**config.mk**
```make
export PLATFORM = sky130hd
export DESIGN_NAME = spi_target_flat
export DESIGN_NICKNAME = d
export VERILOG_FILES = /design/src/rtl/spi_target_if.sv /design/src/rtl/spi_target.sv /design/src/flat_wrapper.sv
export SDC_FILE = /design/constraint.sdc
export NUM_CORES = 1
export LEC_CHECK = 0
export ABC_AREA = 1
export ABC_CLOCK_PERIOD_IN_PS = 1200
export BUFFER_PORTS_ARGS = -buffer_cell sky130_fd_sc_hd__buf_4
export CORE_AREA = 2 2 66 68
export CTS_BUF_LIST = sky130_fd_sc_hd__clkbuf_4 sky130_fd_sc_hd__clkbuf_8 sky130_fd_sc_hd__clkbuf_16
export DETAILED_ROUTE_END_ITERATION = 10
export DIE_AREA = 0 0 68 70
export PLACE_DENSITY = 0.8
export RECOVER_POWER = 25
export SLEW_MARGIN = 5
export SYNTH_ARGS = -nofsm -noshare
export SYNTH_HDL_FRONTEND = slang
export SYNTH_SLANG_ARGS = --single-unit
export TNS_END_PERCENT = 1
```
**constraint.sdc**
```tcl
create_clock -name i_clk -period 1.2 [get_ports i_clk]
set_input_delay 0.24 -clock i_clk [delete_from_list [all_inputs] [get_ports i_clk]]
set_output_delay 0.24 -clock i_clk [all_outputs]
set_load 0.005 [all_outputs]
```
**src/rtl/spi_target_if.sv**
```systemverilog
// rtl/spi_target_if.sv - SPI pad signals plus rx/tx word handshakes for spi_target
interface spi_target_if #(
    parameter int WORD_WIDTH = 8
);
    logic                  spi_clk;
    logic                  spi_mosi;
    logic                  spi_cs;
    logic                  spi_miso;
    logic                  spi_miso_en;
    logic [WORD_WIDTH-1:0] tx_data;
    logic                  tx_valid;
    logic                  tx_ready;
    logic [WORD_WIDTH-1:0] rx_data;
    logic                  rx_valid;
    logic                  rx_ready;
    logic                  rx_overrun;
    logic                  busy;

    modport slave (
        input  spi_clk, spi_mosi, spi_cs, tx_data, tx_valid, rx_ready,
        output spi_miso, spi_miso_en, tx_ready, rx_data, rx_valid, rx_overrun, busy
    );

    modport master (
        output spi_clk, spi_mosi, spi_cs, tx_data, tx_valid, rx_ready,
        input  spi_miso, spi_miso_en, tx_ready, rx_data, rx_valid, rx_overrun, busy
    );
endinterface

```
**src/rtl/spi_target.sv**
```systemverilog
// rtl/spi_target.sv - SPI target: pad oversampling, word shifter and rx/tx handshakes
// Define SPI_TARGET_MODE_SELECT_EN to add cpol/cphase inputs; otherwise fixed to mode 0.
module spi_target #(
    parameter int                    WORD_WIDTH = 8,
    parameter logic [WORD_WIDTH-1:0] FILL_WORD  = '1
) (
    input  logic        i_clk,
    input  logic        i_rst,
`ifdef SPI_TARGET_MODE_SELECT_EN
    input  logic        i_cpol,
    input  logic        i_cphase,
`endif
    spi_target_if.slave bus
);
    localparam int            CW       = (WORD_WIDTH > 1) ? $clog2(WORD_WIDTH) : 1;
    localparam logic [CW-1:0] LAST_BIT = CW'(WORD_WIDTH - 1);

    typedef enum logic {IDLE, ACTIVE} state_t;
    state_t r_state, w_state_next;

    logic                  r_sck_s1, r_sck_s2, r_sck_s3;
    logic                  r_mosi_s1, r_mosi_s2;
    logic                  r_cs_s1, r_cs_s2, r_cs_s3;
    logic [CW-1:0]         r_bit_cnt;
    logic [WORD_WIDTH-1:0] r_tx_shift, r_hold, r_rx_data;
    logic [WORD_WIDTH-2:0] r_rx_shift;
    logic                  r_tx_ready, r_rx_valid, r_rx_overrun;

    logic w_cpol, w_cphase;
    logic w_sck_now, w_sck_prev, w_sck_rise, w_sck_fall, w_cs_fall, w_cs_rise;
    logic w_sample, w_shift, w_cs_load, w_leave, w_word_done, w_tx_load, w_rx_accept;
    logic [WORD_WIDTH-1:0] w_tx_word, w_rx_word;

    always_ff @(posedge i_clk or negedge i_rst) begin
        if (!i_rst) begin
            r_sck_s1  <= 1'b0; r_sck_s2  <= 1'b0; r_sck_s3 <= 1'b0;
            r_mosi_s1 <= 1'b0; r_mosi_s2 <= 1'b0;
            r_cs_s1   <= 1'b1; r_cs_s2   <= 1'b1; r_cs_s3  <= 1'b1;
        end else begin
            r_sck_s1  <= bus.spi_clk;  r_sck_s2  <= r_sck_s1;  r_sck_s3 <= r_sck_s2;
            r_mosi_s1 <= bus.spi_mosi; r_mosi_s2 <= r_mosi_s1;
            r_cs_s1   <= bus.spi_cs;   r_cs_s2   <= r_cs_s1;   r_cs_s3  <= r_cs_s2;
        end
    end

`ifdef SPI_TARGET_MODE_SELECT_EN
    logic r_cpol, r_cphase;

    // Mode is frozen for the whole transaction once chip select falls.
    always_ff @(posedge i_clk or negedge i_rst) begin
        if (!i_rst) begin
            r_cpol   <= 1'b0;
            r_cphase <= 1'b0;
        end else if (r_state == IDLE) begin
            r_cpol   <= i_cpol;
            r_cphase <= i_cphase;
        end
    end
    assign w_cpol   = r_cpol;
    assign w_cphase = r_cphase;
`else
    assign w_cpol   = 1'b0;
    assign w_cphase = 1'b0;
`endif

    assign w_sck_now  = r_sck_s2 ^ w_cpol;
    assign w_sck_prev = r_sck_s3 ^ w_cpol;
    assign w_sck_rise = w_sck_now & ~w_sck_prev;
    assign w_sck_fall = ~w_sck_now & w_sck_prev;
    assign w_cs_fall  = r_cs_s3 & ~r_cs_s2;
    assign w_cs_rise  = ~r_cs_s3 & r_cs_s2;

    always_ff @(posedge i_clk or negedge i_rst) begin
        if (!i_rst) r_state <= IDLE;
        else        r_state <= w_state_next;
    end

    // A chip-select edge masks any SCK edge detected in the same cycle.
    always_comb begin
        w_state_next = r_state;
        w_cs_load    = 1'b0;
        w_leave      = 1'b0;
        w_sample     = 1'b0;
        w_shift      = 1'b0;
        case (r_state)
            IDLE: begin
                if (w_cs_fall) begin
                    w_state_next = ACTIVE;
                    w_cs_load    = ~w_cphase;
                end
            end
            ACTIVE: begin
                if (w_cs_rise) begin
                    w_state_next = IDLE;
                    w_leave      = 1'b1;
                end else begin
                    w_sample = w_cphase ? w_sck_fall : w_sck_rise;
                    w_shift  = w_cphase ? w_sck_rise : w_sck_fall;
                end
            end
            default: w_state_next = IDLE;
        endcase
    end

    assign w_word_done = w_sample & (r_bit_cnt == LAST_BIT);
    assign w_rx_accept = w_word_done & (~r_rx_valid | bus.rx_ready);
    assign w_rx_word   = {r_rx_shift, r_mosi_s2};
    assign w_tx_load   = w_cs_load | (w_shift & (r_bit_cnt == '0));
    assign w_tx_word   = r_tx_ready ? FILL_WORD : r_hold;

    always_ff @(posedge i_clk or negedge i_rst) begin
        if (!i_rst) begin
            r_bit_cnt    <= '0;
            r_tx_shift   <= '0;
            r_rx_shift   <= '0;
            r_hold       <= '0;
            r_tx_ready   <= 1'b1;
            r_rx_data    <= '0;
            r_rx_valid   <= 1'b0;
            r_rx_overrun <= 1'b0;
        end else begin
            r_rx_overrun <= w_word_done & ~w_rx_accept;
            if (w_leave) begin
                r_bit_cnt  <= '0;
                r_tx_shift <= '0;
                r_rx_shift <= '0;
            end else begin
                if (w_tx_load)    r_tx_shift <= w_tx_word;
                else if (w_shift) r_tx_shift <= {r_tx_shift[WORD_WIDTH-2:0], 1'b0};
                if (w_sample) begin
                    r_rx_shift <= w_rx_word[WORD_WIDTH-2:0];
                    r_bit_cnt  <= w_word_done ? '0 : r_bit_cnt + 1'b1;
                end
            end
            if (w_rx_accept) begin
                r_rx_data  <= w_rx_word;
                r_rx_valid <= 1'b1;
            end else if (r_rx_valid & bus.rx_ready) begin
                r_rx_valid <= 1'b0;
            end
            // A shifter load empties the holding register, so it never races a new offer.
            if (w_tx_load & ~r_tx_ready) begin
                r_tx_ready <= 1'b1;
            end else if (bus.tx_valid & r_tx_ready) begin
                r_hold     <= bus.tx_data;
                r_tx_ready <= 1'b0;
            end
        end
    end

    assign bus.spi_miso    = r_tx_shift[WORD_WIDTH-1];
    assign bus.spi_miso_en = (r_state == ACTIVE);
    assign bus.busy        = (r_state == ACTIVE);
    assign bus.tx_ready    = r_tx_ready;
    assign bus.rx_data     = r_rx_data;
    assign bus.rx_valid    = r_rx_valid;
    assign bus.rx_overrun  = r_rx_overrun;
endmodule

```
**src/flat_wrapper.sv**
```systemverilog
// flat-port wrapper written by rule: the top's interface ports become plain ports
module spi_target_flat 
#(
    parameter int                    WORD_WIDTH = 8,
    parameter logic [WORD_WIDTH-1:0] FILL_WORD  = '1
)
  (i_clk, i_rst, bus_spi_clk, bus_spi_mosi, bus_spi_cs, bus_tx_data, bus_tx_valid, bus_rx_ready, bus_spi_miso, bus_spi_miso_en, bus_tx_ready, bus_rx_data, bus_rx_valid, bus_rx_overrun, bus_busy);
  spi_target_if #(.WORD_WIDTH(WORD_WIDTH)) bus_i ();
  input  logic i_clk;
  input  logic i_rst;
  input wire logic [$bits(bus_i.spi_clk)-1:0] bus_spi_clk;
  input wire logic [$bits(bus_i.spi_mosi)-1:0] bus_spi_mosi;
  input wire logic [$bits(bus_i.spi_cs)-1:0] bus_spi_cs;
  input wire logic [$bits(bus_i.tx_data)-1:0] bus_tx_data;
  input wire logic [$bits(bus_i.tx_valid)-1:0] bus_tx_valid;
  input wire logic [$bits(bus_i.rx_ready)-1:0] bus_rx_ready;
  output wire logic [$bits(bus_i.spi_miso)-1:0] bus_spi_miso;
  output wire logic [$bits(bus_i.spi_miso_en)-1:0] bus_spi_miso_en;
  output wire logic [$bits(bus_i.tx_ready)-1:0] bus_tx_ready;
  output wire logic [$bits(bus_i.rx_data)-1:0] bus_rx_data;
  output wire logic [$bits(bus_i.rx_valid)-1:0] bus_rx_valid;
  output wire logic [$bits(bus_i.rx_overrun)-1:0] bus_rx_overrun;
  output wire logic [$bits(bus_i.busy)-1:0] bus_busy;
  assign bus_i.spi_clk = bus_spi_clk;
  assign bus_i.spi_mosi = bus_spi_mosi;
  assign bus_i.spi_cs = bus_spi_cs;
  assign bus_i.tx_data = bus_tx_data;
  assign bus_i.tx_valid = bus_tx_valid;
  assign bus_i.rx_ready = bus_rx_ready;
  assign bus_spi_miso = bus_i.spi_miso;
  assign bus_spi_miso_en = bus_i.spi_miso_en;
  assign bus_tx_ready = bus_i.tx_ready;
  assign bus_rx_data = bus_i.rx_data;
  assign bus_rx_valid = bus_i.rx_valid;
  assign bus_rx_overrun = bus_i.rx_overrun;
  assign bus_busy = bus_i.busy;
  spi_target #(.WORD_WIDTH(WORD_WIDTH), .FILL_WORD(FILL_WORD)) u_core (.i_clk(i_clk), .i_rst(i_rst), .bus(bus_i));
endmodule
```
After elaboration in Yosys (flattened, before gate mapping)
Cells that the tools add are included.
Storage, ports and cells
  flip-flop bits (word level): 46
  bits of input ports: 15
  output and inout bits: 14
  word-level logic and storage cells: 70
Cells by class
  add/subtract/negate cells: 1
  equality and inequality tests: 1
  muxes and demuxes: 23
  bitwise operators: 22
  reductions and logical operators: 6
Operators with widths (count)
  2-to-1 mux 8 bit: 4
  2-to-1 mux 7 bit: 2
  2-to-1 mux 1 bit: 13
  bitwise AND 1 bit: 11
  2-to-1 mux 3 bit: 3
  inverter 1 bit: 9
  nonzero test 2 bit: 3
  adder 3 x 1 -> 3 bit, second input constant: 1
  equality test 3 bit, second input constant: 1
  zero test 3 bit: 1
  nonzero test 3 bit: 1
  OR 1 bit: 2
  case mux 1 bit (2 select lines): 1
  AND reduction 2 bit: 1

Logic depth before layout (Yosys ltp)
  word-level depth: 9
  mapped depth: 9
  depth with buffers taken out: 8

Worst setup path after synthesis
OpenSTA, ideal clock, no wires.
  path kind: reg-to-reg
  start: register u_core.r_cs_s3
  end: register u_core.r_rx_data[6] (netlist: u_core.bus.rx_data[6])
  setup time: 0.118 ns
  data arrival time: 1.219 ns
  required time: 1.082 ns
  path slack: -0.137 ns
  stages on the path, launching flop included: 9
  path buffers: 1
  period minus slack after synthesis: 1.337 ns
  path through: dfstp_2 > inv_2 > nand2_4 > nand3_4 > nor2_4 > nand2_4 > buf_6 > nand2_2 > o21ai_2
Between the ends
  longest elaborated chain between the ends: 6
RTL lines
  from (decl): line spi_target.sv:23  | logic r_cs_s1, r_cs_s2, r_cs_s3;
  from (signal assigned): line spi_target.sv:42  | r_cs_s1 <= bus.spi_cs; r_cs_s2 <= r_cs_s1; r_cs_s3 <= r_cs_s2;
  inverter 1 bit: line spi_target.sv:71  | assign w_cs_rise = ~r_cs_s3 & r_cs_s2;
  bitwise AND 1 bit: line spi_target.sv:71
  2-to-1 mux 1 bit: line spi_target.sv:93  | if (w_cs_rise) begin
  2-to-1 mux 1 bit: line spi_target.sv:85  | case (r_state)
  bitwise AND 1 bit: line spi_target.sv:105  | assign w_word_done = w_sample & (r_bit_cnt == LAST_BIT);
  bitwise AND 1 bit: line spi_target.sv:106  | assign w_rx_accept = w_word_done & (~r_rx_valid | bus.rx_ready);
  to (signal assigned): line spi_target.sv:136  | r_rx_data <= w_rx_word;
  to (decl): line spi_target.sv:25  | logic [WORD_WIDTH-1:0] r_tx_shift, r_hold, r_rx_data;
Every way passes these cells.
A chain may end at the register's enable or synchronous reset.

Final worst setup path
  start: register u_core.r_cs_s3
  end: register u_core.r_rx_data[2] (netlist: u_core.bus.rx_data[2])
The elaborated chain is that of the path after synthesis.

==> flow_summary.json <==
{
  "drt_pass1_iterations": 4,
  "instances_no_fill": 301,
  "tightest_slew_ns": 0.5909,
  "crit_arrival_ns": 1.53,
  "fin_crit_ns": 1.320,
  "ir_drop_uv": 959.9,
  "clock-root-buffer": "clkbuf_8",
  "wl_per_cell_um": 11.08,
  "clk_latency_ns": 0.31,
  "p_per_area_nw_per_um2": 1732,
  "ys_types": 21,
  "path_clk_slew_ns": 0.09,
  "maxCapViolCount": 0,
  "coreArea_um2": 4144,
  "cts_tree": "yes",
  "synth.avg_cell_area_um2": 9.603,
  "layout_common_cells": "nand2_1, dfrtp_1, buf_4",
  "hp-class": "in2reg",
  "hold_viol_final": 0,
  "synth_warnings": 0,
  "routabilityCongestion": 0.7632,
  "dieHeight_um": 70,
  "initial_core_util_pct": 47.74,
  "grt_overflow": 0,
  "die_w_um": 68,
  "viasPerCell": 4.907,
  "grt_pass1_wl_mm": 6.113,
  "fillers": 356,
  "dpl.cell_count": 291,
  "drive_gt1_share_pct": 31.73,
  "outcome": "finished with violations",
  "dp_hpwl_mm": 2.255,
  "critPathMaxFanout": 8,
  "clock-sinks": 46,
  "fp-row-count": 24,
  "grt_pass1_vias": 1468,
  "grt.total_usage_pct": 16.94,
  "cts-buffers-inserted": 5,
  "fin_skew_ns": 0.01204,
  "final_common_cell": "nand2_1",
  "end_kind": "flip-flop",
  "nNetsFinal": 266,
  "syn2layout_area_growth_pct": 25.68,
  "netlist_instances": 206,
  "setup_violations": 30,
  "grt_antenna_before_repair": 0,
  "startpoint_type": "flip-flop",
  "p_leak_nw": 1.233,
  "drc": 0,
  "worstSetupPathType": "reg2reg",
  "synth_nets": 224,
  "ys_ff_latch": 46,
  "max_freq_mhz": 757.3,
  "violations": "negative setup slack",
  "pin_count": 29,
  "drtIter0Drc": 78,
  "syn-cell-area_um2": 1978,
  "grt_max_degree": 47,
  "maxSlewHeadroom_pct": 60.61,
  "whs_ns": 0.04513,
  "postRouteAntennaNets": 0,
  "yosysSeqAreaShare_pct": 58.44,
  "fin_crit_sh_pct": 110.0,
  "vias": 1477,
  "maxSlewViolCount": 0,
  "htreeDepth": 2,
  "fin_ws_ns": -0.1204,
  "cp_data_required_time_ns": 1.40,
  "die_area_um2": 4760,
  "io_buffer_count": 28,
  "clock_path_buffers": 2,
  "wirelength_mm": 3.335,
  "rsz0062_at_grt": "yes",
  "num_antenna_cells": 0
}
per-stage QoR:
step | util (%) | setup TNS [ns] | total power [W] | worst slack, ns | instance area, um2
6_report | 59.99 | -2.016 | 0.004307 | -0.1204 | 2486
5_1_grt | 59.99 | -4.643 | 0.004669 | -0.2062 | 2486
4_1_cts | 59.48 | -2.434 | 0.004349 | -0.1434 | 2465
3_5_place_dp | 55.80 | -2.754 | 0.003296 | -0.1630 | 2312
3_3_place_gp | 55.80 | -2.124 | 0.003259 | -0.1167 | 2312
2_1_floorplan | - | -1.518 | 0.002940 | -0.1371 | 1978
logic make-up (layout without fill, tap and decap cells):
group	Yosys count	count (layout)	synth area share [%]
buffers and inverters	24	66	6.072
AND/OR/NAND/NOR	116	117	27.89
AO/OA/AOI/OAI	17	17	5.692
flip-flops	46	46	58.44
adder cells (fa/ha/maj)	3	3	1.898
worst max-delay path: stages (launching register included):
cell	delay, ns
dfstp_2	0.57
inv_2	0.06
nand2_4	0.07
nand3_4	0.09
nor2_4	0.18
nand2_4	0.11
nand2_1	0.10
o21ai_2	0.05
where the power goes:
part	internal, W	total [W]	switching, W
Sequential	0.00193	0.00215	0.000222
Combinational	0.000521	0.00119	0.000666
Clock	0.000420	0.000968	0.000547
Total	0.00287	0.00431	0.00144
registers in the layout (all words and copies together) (netlist names), 3 cells and up:
| signal | flops |
|---|---|
| u_core.r_tx_shift | 8 |
| u_core.r_bit_cnt | 3 |
| u_core.bus.rx_data | 8 |
| u_core.r_rx_shift | 7 |
| u_core.r_hold | 8 |
area by class of cell:
class	count	area [um2]	area share, %
clock buffer	5	68.82	2.768
multi-input combinational	137	752.0	30.25
clock inverter	3	25.02	1.007
inverter	17	67.56	2.718
sequential	46	1157	46.55
timing repair buffer	41	350.3	14.09
tap	52	65.06	2.617
path summary, 6_finish.rpt:
path,from,endpoint,slack (ns),cells past startpoint
min in group asynchronous,i_rst,u_core.r_rx_shift[1],0.50,2
max in group asynchronous,i_rst,u_core.bus.busy,0.27,2
min reg2reg,u_core.r_cs_s1,u_core.r_cs_s2,0.36,0
max reg2reg,u_core.r_cs_s3,u_core.bus.rx_data[2],-0.12,7
min,bus_spi_cs,u_core.r_cs_s1,0.05,1
max,u_core.r_cs_s3,u_core.bus.rx_data[2],-0.12,7
repair_timing:
action	in CTS	in global routing
buffers inserted	0	0
gates cloned	1	0
hold endpoints to repair	42	0
hold buffers	1	0
resized for setup	12	4
pin swaps	1	0
setup endpoints to repair	31	40
per-layer routing:
layer	vias up	track usage [%]	share of wire (%)	wire length [um]
li1	742	-	-	-
met1	692	19.40	42	1414
met2	41	28.37	52	1725
met3	2	3.865	5.3	177
met4	0	9.333	0.54	18
met5	-	0	0	0
synth_stat cells (all sizes together):
cell | n | area [um2]
buf | 7 | 56.30
clkinv | 1 | 3.750
dfrtp | 42 | 1051
dfstp | 4 | 105.1
ha | 3 | 37.54
inv | 16 | 60.06
nand2 | 65 | 289.0
nand3 | 16 | 105.1
nand4 | 7 | 43.79
nor2 | 27 | 108.9
nor3 | 1 | 5.000
o21ai | 13 | 87.58
o22ai | 4 | 25.02
No activity file was read; power rests on OpenSTA's default activity.
